<file path="config.mk">
export PLATFORM = sky130hd
export DESIGN_NAME = ex_muldiv_ctrl
export DESIGN_NICKNAME = d
export VERILOG_FILES = /design/src/rtl/ex_pkg.sv /design/src/rtl/muldiv_datapath.sv /design/src/rtl/ex_muldiv_ctrl.sv
export SDC_FILE = /design/constraint.sdc
export NUM_CORES = 1
export LEC_CHECK = 0
export BUFFER_PORTS_ARGS = -buffer_cell sky130_fd_sc_hd__buf_2
export CAP_MARGIN = 20
export CORE_ASPECT_RATIO = 0.8
export CORE_MARGIN = 5
export CORE_UTILIZATION = 53
export CTS_BUF_LIST = sky130_fd_sc_hd__clkbuf_16
export DETAILED_ROUTE_END_ITERATION = 12
export MAX_ROUTING_LAYER = met4
export PLACE_DENSITY = 0.74
export SLEW_MARGIN = 20
export SYNTH_ARGS = -nofsm -noshare
export SYNTH_HDL_FRONTEND = slang
export SYNTH_SLANG_ARGS = --single-unit
</file>
<file path="constraint.sdc">
create_clock -name clk -period 4.66 [get_ports clk]
set_input_delay 0.699 -clock clk [delete_from_list [all_inputs] [get_ports clk]]
set_output_delay 0.699 -clock clk [all_outputs]
set_load 0.01 [all_outputs]
</file>
<file path="src/rtl/ex_pkg.sv">
// ex_pkg: types and constants shared by the EX-stage multiply/divide sequencer.
//   muldiv_op_t : operation select presented by ID/EX (NOP, MUL, DIVU, REMU)
//   state_t     : sequencer states (IDLE, RUN, DONE)
//   MULDIV_ITER : iterations per operation, one result bit per cycle
//   is_div_op   : true for DIVU and REMU, the two ops sharing the divider
package ex_pkg;

  typedef enum logic [1:0] {
    NOP  = 2'b00,
    MUL  = 2'b01,
    DIVU = 2'b10,
    REMU = 2'b11
  } muldiv_op_t;

  typedef enum logic [1:0] {
    IDLE = 2'b00,
    RUN  = 2'b01,
    DONE = 2'b10
  } state_t;

  localparam int MULDIV_ITER = 32;

  // Both divide flavours have the upper op bit set, so this is the
  // divider-vs-multiplier decision everywhere in the design.
  function automatic logic is_div_op(input logic [1:0] op);
    return op[1];
  endfunction

endpackage

</file>
<file path="src/rtl/muldiv_datapath.sv">
// muldiv_datapath: shared shift registers, adder/subtractor and iteration
// counter for the iterative unsigned multiply and restoring divide.
//   clk, rst   : clock, asynchronous active-high reset
//   load       : capture operands and clear counter/accumulator
//   step       : perform one iteration this cycle
//   is_div     : operation being loaded is a divide (DIVU/REMU)
//   val1, val2 : multiplicand/multiplier or dividend/divisor
//   last       : the current iteration is the final one
//   step_lo    : low word after this iteration (product low / quotient)
//   step_rem   : high word after this iteration (remainder for divides)
module muldiv_datapath
  import ex_pkg::*;
#(
  parameter int WIDTH = MULDIV_ITER,
  parameter int CNT_W = 5
) (
  input  logic             clk,
  input  logic             rst,
  input  logic             load,
  input  logic             step,
  input  logic             is_div,
  input  logic [WIDTH-1:0] val1,
  input  logic [WIDTH-1:0] val2,
  output logic             last,
  output logic [WIDTH-1:0] step_lo,
  output logic [WIDTH-1:0] step_rem
);

  logic [WIDTH-1:0] hi;
  logic [WIDTH-1:0] lo;
  logic [WIDTH-1:0] opnd;
  logic [CNT_W-1:0] cnt;
  logic             div_mode;

  logic [WIDTH:0]   mul_sum;
  logic [WIDTH:0]   trial;
  logic [WIDTH-1:0] diff;
  logic             fits;
  logic [WIDTH-1:0] hi_nxt;
  logic [WIDTH-1:0] lo_nxt;

  // One iteration of either algorithm, computed from the current registers.
  // Multiply: {hi,lo} is the 2*WIDTH product register with the multiplier in
  // lo; when its LSB is set the multiplicand is added into hi, then the whole
  // register shifts right one place, so after WIDTH steps lo is the low word.
  // Divide: the partial remainder in hi is shifted left taking in the next
  // dividend bit from lo's MSB, forming a WIDTH+1 bit trial remainder. If the
  // divisor fits it is subtracted and a 1 shifts into lo's LSB, otherwise a 0
  // does. The difference can be taken in WIDTH bits because whenever the
  // divisor fits the result is below the divisor.
  always_comb begin
    mul_sum = {1'b0, hi} + (lo[0] ? {1'b0, opnd} : '0);
    trial   = {hi, lo[WIDTH-1]};
    fits    = (trial >= {1'b0, opnd});
    diff    = trial[WIDTH-1:0] - opnd;
    if (div_mode) begin
      lo_nxt = {lo[WIDTH-2:0], fits};
      hi_nxt = fits ? diff : trial[WIDTH-1:0];
    end else begin
      hi_nxt = mul_sum[WIDTH:1];
      lo_nxt = {mul_sum[0], lo[WIDTH-1:1]};
    end
  end

  assign step_lo  = lo_nxt;
  assign step_rem = hi_nxt;
  assign last     = (cnt == CNT_W'(WIDTH - 1));

  // Operand capture and per-cycle advance. The multiplier and the dividend
  // both live in lo because both algorithms consume that word one bit per
  // cycle; opnd holds whichever value is added or subtracted.
  always_ff @(posedge clk or posedge rst) begin
    if (rst) begin
      hi       <= '0;
      lo       <= '0;
      opnd     <= '0;
      cnt      <= '0;
      div_mode <= 1'b0;
    end else if (load) begin
      hi       <= '0;
      cnt      <= '0;
      div_mode <= is_div;
      if (is_div) begin
        lo   <= val1;
        opnd <= val2;
      end else begin
        lo   <= val2;
        opnd <= val1;
      end
    end else if (step) begin
      hi  <= hi_nxt;
      lo  <= lo_nxt;
      cnt <= cnt + 1'b1;
    end
  end

endmodule

</file>
<file path="src/rtl/ex_muldiv_ctrl.sv">
// ex_muldiv_ctrl: iterative multiply/divide sequencer in the EX stage.
// Accepts one op from ID/EX, stalls the pipeline front while it iterates and
// presents result/dest/wb_en for one cycle in place of the ALU output.
//   clk, rst          : clock, asynchronous active-high reset
//   start, op         : ID/EX holds a mul/div instruction, and which one
//   val1, val2        : forwarded operands
//   dest_in, wb_en_in : destination register and write-back enable
//   flush             : branch-taken flush
//   stall             : freeze IF, ID and ID/EX
//   busy              : sequencer is not idle
//   done              : result valid (one-cycle pulse)
//   result            : product low word, quotient or remainder
//   dest_out          : registered destination
//   wb_en_out         : registered write-back enable, gated by flush
module ex_muldiv_ctrl
  import ex_pkg::*;
#(
  parameter int WIDTH = MULDIV_ITER,
  parameter int CNT_W = 5
) (
  input  logic             clk,
  input  logic             rst,
  input  logic             start,
  input  logic [1:0]       op,
  input  logic [WIDTH-1:0] val1,
  input  logic [WIDTH-1:0] val2,
  input  logic [4:0]       dest_in,
  input  logic             wb_en_in,
  input  logic             flush,
  output logic             stall,
  output logic             busy,
  output logic             done,
  output logic [WIDTH-1:0] result,
  output logic [4:0]       dest_out,
  output logic             wb_en_out
);

  state_t     state;
  muldiv_op_t op_q;
  logic [4:0] dest_q;
  logic       wb_en_q;
  logic       done_q;
  logic       wb_out_q;

  logic             accept;
  logic             div_zero;
  logic             last;
  logic [WIDTH-1:0] step_lo;
  logic [WIDTH-1:0] step_rem;

  // A new op can be taken from IDLE or from the DONE cycle (back-to-back);
  // start is ignored while running because ID/EX is frozen on the same op.
  assign accept   = start && (op != NOP) && !flush && (state != RUN);
  assign div_zero = is_div_op(op) && (val2 == '0);

  // Stall is combinational so the instruction is held from its very first EX
  // cycle; it is low in DONE so the pipeline advances and captures result.
  assign stall = !rst && ((state == IDLE && accept) || state == RUN);
  assign busy  = (state != IDLE);

  // A flush arriving in the DONE cycle kills the write-back of the result.
  assign done      = done_q && !flush;
  assign wb_en_out = wb_out_q && !flush;

  muldiv_datapath #(
    .WIDTH(WIDTH),
    .CNT_W(CNT_W)
  ) u_datapath (
    .clk     (clk),
    .rst     (rst),
    .load    (accept),
    .step    (state == RUN),
    .is_div  (is_div_op(op)),
    .val1    (val1),
    .val2    (val2),
    .last    (last),
    .step_lo (step_lo),
    .step_rem(step_rem)
  );

  // Sequencer FSM with registered outputs. done/wb_en_out default low and are
  // raised only on the edge that enters DONE, which makes them a one-cycle
  // pulse. A divide by zero skips RUN entirely: quotient is all ones and the
  // remainder is the dividend. The final iteration's values are taken from
  // the datapath's next-state outputs so result is valid in the DONE cycle.
  always_ff @(posedge clk or posedge rst) begin
    if (rst) begin
      state    <= IDLE;
      op_q     <= NOP;
      dest_q   <= '0;
      wb_en_q  <= 1'b0;
      result   <= '0;
      dest_out <= '0;
      done_q   <= 1'b0;
      wb_out_q <= 1'b0;
    end else begin
      done_q   <= 1'b0;
      wb_out_q <= 1'b0;
      case (state)
        IDLE, DONE: begin
          if (accept) begin
            op_q    <= muldiv_op_t'(op);
            dest_q  <= dest_in;
            wb_en_q <= wb_en_in;
            if (div_zero) begin
              state    <= DONE;
              done_q   <= 1'b1;
              wb_out_q <= wb_en_in;
              dest_out <= dest_in;
              result   <= (op == REMU) ? val1 : '1;
            end else begin
              state <= RUN;
            end
          end else begin
            state <= IDLE;
          end
        end
        RUN: begin
          if (flush) begin
            state <= IDLE;
          end else if (last) begin
            state    <= DONE;
            done_q   <= 1'b1;
            wb_out_q <= wb_en_q;
            dest_out <= dest_q;
            result   <= (op_q == REMU) ? step_rem : step_lo;
          end
        end
        default: state <= IDLE;
      endcase
    end
  end

endmodule

</file>
Yosys cells after proc, flatten, opt, wreduce, memory -nomap -nowiden
Index checks and enable logic that the tools add are counted.
{"block": "classes", "add_sub_neg": 3, "muxes": 39, "n_reduce_logical": 20, "n_lt_le_gt_ge": 1, "eq_ne": 11}
{"operator": "32-bit 2-to-1 mux", "count": 16}
{"operator": "32-bit case mux with 2 select lines", "count": 1}
{"operator": "32-bit by 33-bit adder with 33-bit output", "count": 1}
{"operator": "33-bit by 32-bit greater-or-equal comparator with 1-bit output", "count": 1}
{"operator": "32-bit zero test", "count": 1}
{"operator": "32-bit subtractor", "count": 1}
{"operator": "5-bit 2-to-1 mux", "count": 6}
{"operator": "5-bit case mux with 2 select lines", "count": 1}
{"operator": "1-bit logical AND", "count": 8}
{"operator": "1-bit 2-to-1 mux", "count": 8}
{"operator": "2-bit 2-to-1 mux", "count": 4}
{"operator": "2-bit != test, second input constant", "count": 4}
{"operator": "2-bit nonzero test", "count": 4}
{"operator": "2-bit equality test, second input constant", "count": 3}
{"operator": "5-bit by 1-bit adder with 5-bit output, second input constant", "count": 1}
{"operator": "5-bit equality test, second input constant", "count": 1}
{"operator": "5-bit AND reduction", "count": 1}
{"operator": "1-bit case mux with 2 select lines", "count": 2}
{"operator": "2-bit case mux with 2 select lines", "count": 1}
{"operator": "3-bit != test, second input constant", "count": 1}
{"operator": "2-bit by 1-bit equality test with 1-bit output, second input constant", "count": 1}
{"operator": "1-bit zero test", "count": 2}
{"operator": "2-bit zero test", "count": 1}
{"operator": "2-bit by 1-bit != test with 1-bit output, second input constant", "count": 1}
{"operator": "other kinds (3)", "count": 3}
{"block": "totals", "regBits": 151, "output_inout_bits": 41, "input_bits": 76, "elab_cells": 87}

Longest topological paths before layout
Gate-level depths: netlist (run 1).
{"block": "depth", "depth_word": 7, "ltp_mapped": 15, "depth_no_buf": 14}

Cells and area by module
A second synthesis (run 1) with hierarchy kept.
{"block": "unflattened", "cells_unflattened": 1489, "area_unflattened_um2": 12394.4}
{"module": "muldiv_datapath", "n_inst": 1, "cells_per_inst": 1187, "seq_area_each_um2": 2552.4, "area_each_um2": 9720.6}
{"module": "ex_muldiv_ctrl", "n_inst": 1, "cells_per_inst": 302, "seq_area_each_um2": 1226.2, "area_each_um2": 2673.8}

Worst setup path before layout (run 1)
Ideal clock, no wire load.
{"block": "synth_timing", "path_kind": "flip-flop to flip-flop", "from": "register u_datapath.lo[0]", "to": "register result[19]", "period_less_slack_ns": 3.175, "path_stages_with_launch": 16, "setup_ns": 0.143, "required_ns": 4.517, "n_path_buf": 1, "path_slack_ns": 1.485, "arrival_time_ns": 3.032, "cell_sequence": "dfrtp_1 -> clkbuf_1 -> and2_1 -> ha_1 -> inv_1 -> fa_1 -> nand2b_1 -> a21oi_1 -> o41a_1 -> a221o_1 -> a21o_1 -> a21boi_0 -> xor2_1 -> o22ai_1 -> a31oi_1 -> o221ai_1"}
{"block": "synth_via", "elab_chain_cells": 7}
{"item": "from (decl)", "line": "muldiv_datapath.sv:30", "rtl": "logic [WIDTH-1:0] lo;"}
{"item": "from (signal assigned)", "line": "muldiv_datapath.sv:84", "rtl": "lo <= val1;"}
{"item": "from (signal assigned)", "line": "muldiv_datapath.sv:87", "rtl": "lo <= val2;"}
{"item": "from (signal assigned)", "line": "muldiv_datapath.sv:92", "rtl": "lo <= lo_nxt;"}
{"item": "32-bit 2-to-1 mux", "line": "muldiv_datapath.sv:52", "rtl": "mul_sum = {1'b0, hi} + (lo[0] ? {1'b0, opnd} : '0);"}
{"item": "32-bit by 33-bit adder with 33-bit output", "line": "muldiv_datapath.sv:52"}
{"item": "32-bit 2-to-1 mux", "line": "muldiv_datapath.sv:56", "rtl": "if (div_mode) begin"}
{"item": "32-bit 2-to-1 mux", "line": "ex_muldiv_ctrl.sv:126", "rtl": "result <= (op_q == REMU) ? step_rem : step_lo;"}
{"item": "32-bit 2-to-1 mux", "line": "ex_muldiv_ctrl.sv:121", "rtl": "end else if (last) begin"}
{"item": "32-bit 2-to-1 mux", "line": "ex_muldiv_ctrl.sv:119", "rtl": "if (flush) begin"}
{"item": "32-bit case mux with 2 select lines", "line": "ex_muldiv_ctrl.sv:99", "rtl": "case (state)"}
{"item": "to (signal assigned)", "line": "ex_muldiv_ctrl.sv:110", "rtl": "result <= (op == REMU) ? val1 : '1;"}
{"item": "to (signal assigned)", "line": "ex_muldiv_ctrl.sv:126"}
{"item": "to (decl)", "line": "ex_muldiv_ctrl.sv:33", "rtl": "output logic [WIDTH-1:0] result,"}
Every way passes these cells. The select of a mux whose other input is x is not followed.
A chain may end at the register's enable or synchronous reset.

Worst setup path after layout (run 1)
{"block": "layout_timing", "from": "register u_datapath.lo[0]", "to": "register u_datapath.hi[31]"}
{"block": "layout_via", "elab_chain_cells": 5}
{"item": "32-bit 2-to-1 mux", "line": "muldiv_datapath.sv:52"}
{"item": "32-bit by 33-bit adder with 33-bit output", "line": "muldiv_datapath.sv:52"}
{"item": "32-bit 2-to-1 mux", "line": "muldiv_datapath.sv:56"}
{"item": "32-bit 2-to-1 mux", "line": "muldiv_datapath.sv:90", "rtl": "end else if (step) begin"}
{"item": "32-bit 2-to-1 mux", "line": "muldiv_datapath.sv:79", "rtl": "end else if (load) begin"}
{"item": "to (signal assigned)", "line": "muldiv_datapath.sv:91", "rtl": "hi <= hi_nxt;"}
{"item": "to (decl)", "line": "muldiv_datapath.sv:29", "rtl": "logic [WIDTH-1:0] hi;"}
Every way passes these cells. The select of a mux whose other input is x is not followed.

==> out/results.txt, run 1 <==
status: completed
Worst EP arrival: 4.21 ns
CP Max Fanout: 9
H-tree levels: 4
fin nets: 1690
RSZ-0062 raised after global routing: no
Layout area overhead: 11.35%
Fin Setup TNS: 0 ns
Total GRT Usage: 30.85%
CTS buffer count: 17
fill count: 2059
Max Slew Vio Count: 0
clk sinks: 151
post-synthesis net count: 1626
Critical Path RT: 4.95 ns
initial core utilization: 54.02%
Top delay family on crit path: compound AO/OA/AOI/OAI gates
slowest stage cell, crit path: a2111oi_0
Yosys reg bits: 151
drt initial violations: 1296
multi-input logic area: 7860 sq um
Resized cells post-CTS: 0
Pre-antenna DRT Iters: 6
die footprint: 26150 sq um
GR Overflow Total: 0
commonest non-fill, non-tap cells in the layout: o21ai_0 (164), nand2_1 (158), dfrtp_1 (150)
GP Congestion: 0.9868
Clock transition at path regs: 0.07 ns
Design Area, Final: 13570 sq um
num rows: 49
largest net degree at the start of global routing: 100
Via density: 6.476
register area: 3782 sq um
Hold/Removal Path Class: primary input to asynchronous set/reset pin
CTS tree: built
worst slew pin tran: 1.117 ns
yosys warns: 0
number of global-route vias before repair: 11660
EDFF count, synth: 0
CP Cell Sequence: and2_1, ha_1, inv_1, fa_1, nand2b_1, a21oi_1, o41a_1, a2111oi_0, buf_4, o311a_1, a21oi_1, a21o_1, nand2_1, a32o_1, o21ai_1
post-route antenna net violation count: 0
DRC: 0
PnR worst setup slack: 0.7402 ns
fraction of layout cells with a size suffix above 1: 13.34%
antenna violations before repair: 1
Seq/Total Area, Yosys: 31.00%
Layout Cells excl Fill: 1866
Max Buffers Root-to-Sink: 2
Hold Vio Cnt, Final: 0
dpl hpwl: 29630 um
Critical Path End Type: register
die width: 179.5 um
Worst Path Buf+Inv: 2
pwr/cell area: 594.4 nW/um^2
Total Power: 8067 uW
io pins: 117
Netlist cell types: 80
Synth Flop Type: dfrtp_1
global-route wire length before repair: 63690 um
maximum VDD drop: 351.7 uV
Achievable Freq: 0.2551 GHz
CTS Hold Buffers Added: 0
core area: 22560 sq um
clk_lat worst skew: 0.44 ns
Tmin final: 3.920 ns
postcts setup bufs: 0
syn avg cell area: 8.224 sq um
pre-CTS setup slack: 0.8855 ns
most common cell after layout, fill and taps aside: o21ai_0
final WL: 40390 um
Port Buffers: 116
Vert. Die Dim: 145.6 um
Cell Area, Placed: 12990 sq um
Most Frequent Cell on Critical Path: a21oi_1
post-synthesis instance area: 12190 sq um
max_cap viols: 0
routed len/inst: 21.65 um
Vias: 12084
Crit Path Class: register to register
ys async rst share: 100.0%
Final Setup Violations: 0
cell count after synthesis: 1482
Clock Tree Root: clkbuf_16
startpoint types: register
critical path's largest stage delay: 0.72 ns
placed cell count: 1833
slew margin rel.: 25.24%
Worst Skew: 0.01050 ns
Leak: 0.006636 uW
fin crit share: 84.12%
[where the power goes]
group | switching (uW) | internal (uW)
clock | 593 | 791
sequential | 413 | 1620
combinational | 2860 | 1790
[kinds of logic after synthesis]
group / after synthesis / synth area share [%]
AO/OA/AOI/OAI: 500 / 25.68
XOR/XNOR: 54 / 3.880
adder cells (fa/ha/maj): 68 / 7.104
buffers and inverters: 147 / 4.743
flip-flops: 151 / 31.00
multiplexers: 134 / 11.28
AND/OR/NAND/NOR: 428 / 16.31
[final cells by class]
type / count / area share [%]
well taps: 306 / 2.821
inverters: 55 / 1.549
multi-input cells: 1184 / 57.91
diodes: 1 / 0.01844
repair buffers: 137 / 5.550
clock inverters: 15 / 1.143
flip-flops and latches: 151 / 27.87
clock buffers: 17 / 3.134
[final timing paths]
kind	startpoint	to	slack [ns]	cells after the start
max	u_datapath.lo[0]	u_datapath.hi[31]	0.74	15
min	rst	state[0]	0.40	2
max reg2reg	u_datapath.lo[0]	u_datapath.hi[31]	0.74	15
min reg2reg	dest_out[4]	dest_out[4]	0.48	2
max in group asynchronous	rst	u_datapath.cnt[2]	3.17	3
min in group clk	dest_out[4]	dest_out[4]	0.48	2
[flip-flops by register name, summed over array words and instances (netlist names), 2 cells and up]
signal	cells
u_datapath.cnt	5
state	2
result	32
dest_q	5
dest_out	5
u_datapath.lo	32
u_datapath.hi	32
op_q	2
u_datapath.opnd	32
[through the flow]
step	util, %	hold WS, ns
6_report	60.15	0.3954
5_1_grt	60.15	0.4399
4_1_cts	60.14	0.4072
3_5_place_dp	57.57	0.4700
3_3_place_gp	57.57	0.4577
2_1_floorplan	-	0.4619
[metal layers]
metal	up-vias	track usage (%)	wire length, um
met3	116	7.771	3628
met2	627	45.89	18060
li1	5496	-	-
met1	5845	40.72	17300
met4	0	11.81	1407
met5	-	-	0
[cells in the mapped netlist, drive strengths merged, types with 10 or more instances]
| cell type | n | area (sq um) |
|---|---|---|
| o21ai | 176 | 880.8 |
| nand2 | 159 | 604.3 |
| dfrtp | 151 | 3779 |
| a21oi | 118 | 598.1 |
| mux2i | 113 | 1131 |
| nor2 | 113 | 440.4 |
| clkbuf | 72 | 271.5 |
| ha | 66 | 825.8 |
| inv | 55 | 206.5 |
| a21o | 41 | 307.8 |
| o211ai | 39 | 292.8 |
| and2 | 37 | 231.5 |
| nor3 | 33 | 176.4 |
| nand3 | 31 | 160.1 |
| xor2 | 30 | 262.8 |
| a31oi | 26 | 168.9 |
| xnor2 | 24 | 210.2 |
| mux2 | 21 | 244.0 |
| buf | 20 | 100.1 |
| a211o | 14 | 122.6 |
| a211oi | 11 | 95.09 |
| nand2b | 11 | 68.82 |
| o21a | 10 | 75.07 |
[worst register-to-register path, delay by kind of cell (launching register included)]
kind / cells / cell delay (ns)
flip-flops: 1 / 0.49
buffers and inverters: 2 / 0.33
adder cells (fa/ha/maj): 2 / 0.40
AO/OA/AOI/OAI: 8 / 2.13
AND/OR/NAND/NOR: 3 / 0.42
Note: power is estimated with default switching activity, not from simulation.
==> inputs of run 2 (changes only) <==
- PLACE_DENSITY: 0.74 -> 0.72
- clock period: 4.66 -> 3.8 ns (I/O delays scaled with it)
==> out/results.txt, run 2 (synthesized netlist as in run 1, its figures left out) <==
status: completed (unchanged)
P_int: 5471 uW (was 4206 uW)
RSZ-0062 raised after global routing: no (unchanged)
CP Max Fanout: 8 (was 9)
H-tree levels: 4 (unchanged)
share of power burned in the clock network: 17.3% (was 17.1%)
core area: 22560 sq um (unchanged)
Worst Skew: 0.01113 ns (was 0.01050 ns)
Final Util: 61.95% (was 60.15%)
register area: 3782 sq um (unchanged)
fill count: 2041 (was 2059)
CTS Hold Buffers Added: 0 (unchanged)
CTS buffer count: 17 (unchanged)
final WL: 41920 um (was 40390 um)
Fin Setup TNS: 0 ns (unchanged)
slowest stage cell, crit path: or4_1 (was a2111oi_0)
die footprint: 26150 sq um (unchanged)
net switching power figure: 4845 uW (was 3862 uW)
Flop pwr share: 24.1% (was 25.2%)
number of global-route vias before repair: 11643 (was 11660)
initial core utilization: 54.02% (unchanged)
clk_lat worst skew: 0.45 ns (was 0.44 ns)
commonest non-fill, non-tap cells in the layout: o21ai_0 (164), nand2_1 (157), dfrtp_1 (150) (was o21ai_0 (164), nand2_1 (158), dfrtp_1 (150))
GP Congestion: 0.9781 (was 0.9868)
Crit Path Class: register to register (unchanged)
Critical Path RT: 4.12 ns (was 4.95 ns)
Via density: 6.335 (was 6.476)
DRC: 0 (unchanged)
critical path's largest stage delay: 0.58 ns (was 0.72 ns)
Comb power frac: 58.6% (was 57.6%)
maximum VDD drop: 360.5 uV (was 351.7 uV)
Clock Tree Root: clkbuf_16 (unchanged)
Vias: 12061 (was 12084)
Port Buffers: 116 (unchanged)
Top delay family on crit path: simple AND/OR/NAND/NOR gates (was compound AO/OA/AOI/OAI gates)
fin crit share: 95.74% (was 84.12%)
Layout Cells excl Fill: 1904 (was 1866)
fin nets: 1728 (was 1690)
pwr/cell area: 738.1 nW/um^2 (was 594.4 nW/um^2)
die width: 179.5 um (unchanged)
startpoint types: register (unchanged)
slew margin rel.: 35.50% (was 25.24%)
Sw Share: 46.97% (was 47.87%)
Critical Path Stages: 12 (was 15)
clk sinks: 151 (unchanged)
post-route antenna net violation count: 0 (unchanged)
Tmin final: 3.638 ns (was 3.920 ns)
largest net degree at the start of global routing: 87 (was 100)
CTS tree: built (unchanged)
CP Cell Sequence: ha_2, nand4_1, nor3_2, nand2_1, or4_1, a31oi_2, nor4_2, nand2_4, buf_4, mux2i_2, a211oi_1, or3_1 (was and2_1, ha_1, inv_1, fa_1, nand2b_1, a21oi_1, o41a_1, a2111oi_0, buf_4, o311a_1, a21oi_1, a21o_1, nand2_1, a32o_1, o21ai_1)
fraction of layout cells with a size suffix above 1: 16.16% (was 13.34%)
max_cap viols: 0 (unchanged)
Pre-antenna DRT Iters: 5 (was 6)
Total GRT Usage: 32.09% (was 30.85%)
Worst EP arrival: 3.96 ns (was 4.21 ns)
Worst Path Buf+Inv: 1 (was 2)
Hold Vio Cnt, Final: 0 (unchanged)
Hold/Removal Path Class: primary input to asynchronous set/reset pin (unchanged)
GR Overflow Total: 0 (unchanged)
antenna violations before repair: 1 (unchanged)
Vert. Die Dim: 145.6 um (unchanged)
worst slew pin tran: 0.9595 ns (was 1.117 ns)
Max Slew Vio Count: 0 (unchanged)
most common cell after layout, fill and taps aside: o21ai_0 (unchanged)
Layout area overhead: 14.67% (was 11.35%)
num rows: 49 (unchanged)
Leak: 0.006831 uW (was 0.006636 uW)
placed cell count: 1868 (was 1833)
Critical Path End Type: register (unchanged)
drt initial violations: 1234 (was 1296)
Max Buffers Root-to-Sink: 2 (unchanged)
global-route wire length before repair: 65400 um (was 63690 um)
Achievable Freq: 0.2749 GHz (was 0.2551 GHz)
io pins: 117 (unchanged)
Final Setup Violations: 0 (unchanged)
routed len/inst: 22.01 um (was 21.65 um)
R2R cell count: 12 (was 15)
multi-input logic area: 7931 sq um (was 7860 sq um)
dpl hpwl: 31270 um (was 29630 um)
Clock transition at path regs: 0.07 ns (about the same)
run 2: cell types whose count changed in the layout (fill, tap and decap cells not counted), moves of 2 or more:
cell and delta:
a31oi_1 -2, a31oi_2 +2, buf_12 +2, buf_4 +36, clkinv_2 -2, ha_1 -5, ha_2 +4
run 2: worst paths after layout:
check | start | endpoint | slack, ns
hold reg to reg | dest_out[0] | dest_out[0] | 0.48
min in group clk | dest_in[2] | dest_q[2] | 0.38
hold / removal | rst | dest_out[2] | 0.29
max in group asynchronous | rst | u_datapath.opnd[3] | 2.58
setup / recovery | u_datapath.hi[20] | result[7] | 0.16
setup reg to reg | u_datapath.hi[20] | result[7] | 0.16
run 2: area by class of cell:
type,instances,share of cell area (%)
repair buffers,175,7.610
clock inverters,15,1.271
multi-input cells,1184,56.75
well taps,306,2.739
inverters,55,1.504
diodes,1,0.01791
clock buffers,17,3.044
flip-flops and latches,151,27.06
run 2: per-layer routing:
metal | track usage, % | part of all wire (%) | vias to the layer above
met5 | - | 0 | -
met4 | 12.00 | 3.7 | 0
met3 | 5.972 | 8.1 | 104
met2 | 49.02 | 46 | 596
met1 | 42.74 | 43 | 5776
li1 | - | - | 5585
run 2: what timing repair did:
| item | in CTS | in global routing |
|---|---|---|
| endpoints found under the setup margin | 0 | 23 |
| buffers inserted | 0 | 3 |
| resized for setup | 0 | 15 |
run 2: metrics by stage:
| stage | total power [uW] | worst slack (ns) | cell area [sq um] | hold WS (ns) |
|---|---|---|---|---|
| 2_1_floorplan | 6514 | 0.6254 | 12190 | 0.4619 |
| 3_3_place_gp | 8260 | 0.06069 | 13280 | 0.4598 |
| 3_5_place_dp | 8314 | 0.07916 | 13280 | 0.4654 |
| 4_1_cts | 10130 | 0.02385 | 13880 | 0.3071 |
| 5_1_grt | 10980 | 0.0002700 | 13980 | 0.3549 |
| 6_report | 10320 | 0.1621 | 13980 | 0.2929 |
run 2: power by group through the flow:
stage	combinational [uW]	clock, uW	sequential [uW]
6_report	6040	1790	2490
3_3_place_gp	5780	0	2480
3_5_place_dp	5830	0	2490
5_1_grt	6590	1870	2530
4_1_cts	5860	1800	2470
2_1_floorplan	4240	0	2280
==> inputs of run 3 (changes only) <==
- CTS_BUF_LIST: sky130_fd_sc_hd__clkbuf_16 -> not set
- SETUP_SLACK_MARGIN: not set -> 0.4
==> out/results.txt, run 3 (synthesized netlist as in run 1, its figures left out) <==
status: completed (unchanged)
Worst EP arrival: 3.67 ns (was 3.96 ns)
clk sinks: 151 (unchanged)
antenna violations before repair: 0 (was 1)
antenna diode count: 0 (was 1)
net switching power figure: 5090 uW (was 4845 uW)
Fin Setup TNS: 0 ns (unchanged)
Max Buffers Root-to-Sink: 2 (unchanged)
clk_lat worst skew: 0.44 ns (was 0.45 ns)
startpoint types: register (unchanged)
max_cap viols: 0 (unchanged)
DRC: 0 (unchanged)
Pre-antenna DRT Iters: 6 (was 5)
Total GRT Usage: 32.33% (was 32.09%)
Clock Tree Root: clkbuf_16 (unchanged)
maximum VDD drop: 374.4 uV (was 360.5 uV)
top layer in use: met4 (unchanged)
drt initial violations: 1273 (was 1234)
final WL: 42790 um (was 41920 um)
initial core utilization: 54.02% (unchanged)
most common cell after layout, fill and taps aside: o21ai_0 (unchanged)
Top delay family on crit path: compound AO/OA/AOI/OAI gates (was simple AND/OR/NAND/NOR gates)
CTS buffer count: 17 (unchanged)
commonest non-fill, non-tap cells in the layout: o21ai_0 (160), nand2_1 (156), dfrtp_1 (145) (was o21ai_0 (164), nand2_1 (157), dfrtp_1 (150))
global-route wire length before repair: 65910 um (was 65400 um)
io pins: 117 (unchanged)
CP Max Fanout: 5 (was 8)
Port Buffers: 116 (unchanged)
dpl hpwl: 31270 um (unchanged)
Leak: 0.006962 uW (was 0.006831 uW)
Via density: 6.377 (was 6.335)
Vert. Die Dim: 145.6 um (unchanged)
routed wl met3: 3324 um (was 3416 um)
worst hold slack: 0.2974 ns (was 0.2929 ns)
fraction of layout cells with a size suffix above 1: 20.26% (was 16.16%)
Hold/Removal Path Class: primary input to asynchronous set/reset pin (unchanged)
Comb power frac: 60.6% (was 58.6%)
Final Setup Violations: 0 (unchanged)
M1 WL: 18240 um (was 17860 um)
Layout area overhead: 19.36% (was 14.67%)
Max Slew Vio Count: 0 (unchanged)
Achievable Freq: 0.2958 GHz (was 0.2749 GHz)
RSZ-0062 raised after global routing: yes (was no)
metal2 WL: 19760 um (was 19070 um)
Critical Path RT: 4.09 ns (was 4.12 ns)
Crit Path Class: register to register (unchanged)
largest net degree at the start of global routing: 87 (unchanged)
critical path's largest stage delay: 0.43 ns (was 0.58 ns)
Cell Area, Placed: 13280 sq um (unchanged)
pwr/cell area: 756.3 nW/um^2 (was 738.1 nW/um^2)
slowest stage cell, crit path: dfrtp_2 (was or4_1)
slew margin rel.: 39.32% (was 35.50%)
Worst Path Buf+Inv: 2 (was 1)
CTS Hold Buffers Added: 0 (unchanged)
Sw Share: 46.26% (was 46.97%)
core area: 22560 sq um (unchanged)
post-route antenna net violation count: 0 (unchanged)
fill count: 1980 (was 2041)
Tmin final: 3.381 ns (was 3.638 ns)
GR Overflow Total: 0 (unchanged)
worst slew pin tran: 0.9102 ns (was 0.9595 ns)
Worst Skew: 0.009886 ns (was 0.01113 ns)
fin nets: 1750 (was 1728)
Hold Vio Cnt, Final: 0 (unchanged)
die width: 179.5 um (unchanged)
Vias: 12275 (was 12061)
GP Congestion: 0.9781 (unchanged)
P_int: 5912 uW (was 5471 uW)
Design Area, Final: 14550 sq um (was 13980 sq um)
Critical Path End Type: register (unchanged)
CTS tree: built (unchanged)
num rows: 49 (unchanged)
die footprint: 26150 sq um (unchanged)
Clock transition at path regs: 0.07 ns (about the same)
routed len/inst: 22.23 um (was 22.01 um)
share of power burned in the clock network: 16.5% (was 17.3%)
CP Cell Sequence: buf_4, and2_1, ha_1, o211ai_1, a21oi_2, o41a_1, a2111oi_2, buf_4, o311a_1, a21oi_2, a21o_1, nand2_1, a32o_1, o21ai_1 (was ha_2, nand4_1, nor3_2, nand2_1, or4_1, a31oi_2, nor4_2, nand2_4, buf_4, mux2i_2, a211oi_1, or3_1)
H-tree levels: 4 (unchanged)
number of global-route vias before repair: 11729 (was 11643)
Flop pwr share: 22.9% (was 24.1%)
fin crit share: 88.98% (was 95.74%)
## run 3: cell count changes in the layout (fill, tap and decap cells not counted), sizes merged
cell / before / now
buf: 175 / 196
clkinv: 5 / 4
clkbuf: 17 / 20
diode: 1 / 0
inv: 58 / 57
## run 3: routing by layer
metal | global-route usage, % | up-vias
met1 | 43.27 | 5965
met2 | 49.30 | 612
met3 | 5.497 | 94
met5 | - | -
li1 | - | 5604
met4 | 12.53 | 0
## run 3: power groups by stage
stage,clock [uW],sequential (uW),combinational [uW]
final,1820,2520,6660
after global routing,1890,2550,7210
after floorplan,0,2280,4240
after CTS,1830,2480,6130
after detailed placement,0,2490,5830
after global placement,0,2480,5780
## run 3: area by class of cell
| type | instances | area (sq um) | share of cell area (%) |
|---|---|---|---|
| clock buffers | 19 | 442.9 | 3.045 |
| well taps | 306 | 382.9 | 2.632 |
| flip-flops and latches | 151 | 3789 | 26.04 |
| inverters | 55 | 210.2 | 1.445 |
| repair buffers | 197 | 1266 | 8.704 |
| clock inverters | 13 | 170.2 | 1.170 |
| multi-input cells | 1184 | 8287 | 56.96 |
## run 3: per-stage QoR
stage,power [uW],std cells,worst slack [ns],util (%)
after floorplan,6514,1482,0.6254,-
after global placement,8260,1868,0.06069,58.87
after detailed placement,8314,1868,0.07916,58.87
after CTS,10430,1908,0.3993,62.82
after global routing,11660,1925,0.3068,64.48
final,11000,1925,0.4188,64.48
## run 3: worst paths after layout
kind	from	to	slack (ns)	depth (start not counted)
max	u_datapath.lo[0]	u_datapath.hi[31]	0.42	14
min	rst	dest_out[2]	0.30	2
max reg2reg	u_datapath.lo[0]	u_datapath.hi[31]	0.42	14
min reg2reg	dest_out[0]	dest_out[0]	0.48	2
max in group asynchronous	rst	u_datapath.hi[6]	2.56	3
min in group clk	dest_in[3]	dest_q[3]	0.38	2
## run 3: what timing repair did
| item | CTS | global route |
|---|---|---|
| endpoints found under the hold margin | 0 | 0 |
| buffers inserted | 8 | 16 |
| pin swaps | 6 | 31 |
| endpoints found under the setup margin | 61 | 51 |
| gates cloned | 0 | 1 |
| resized for setup | 40 | 50 |
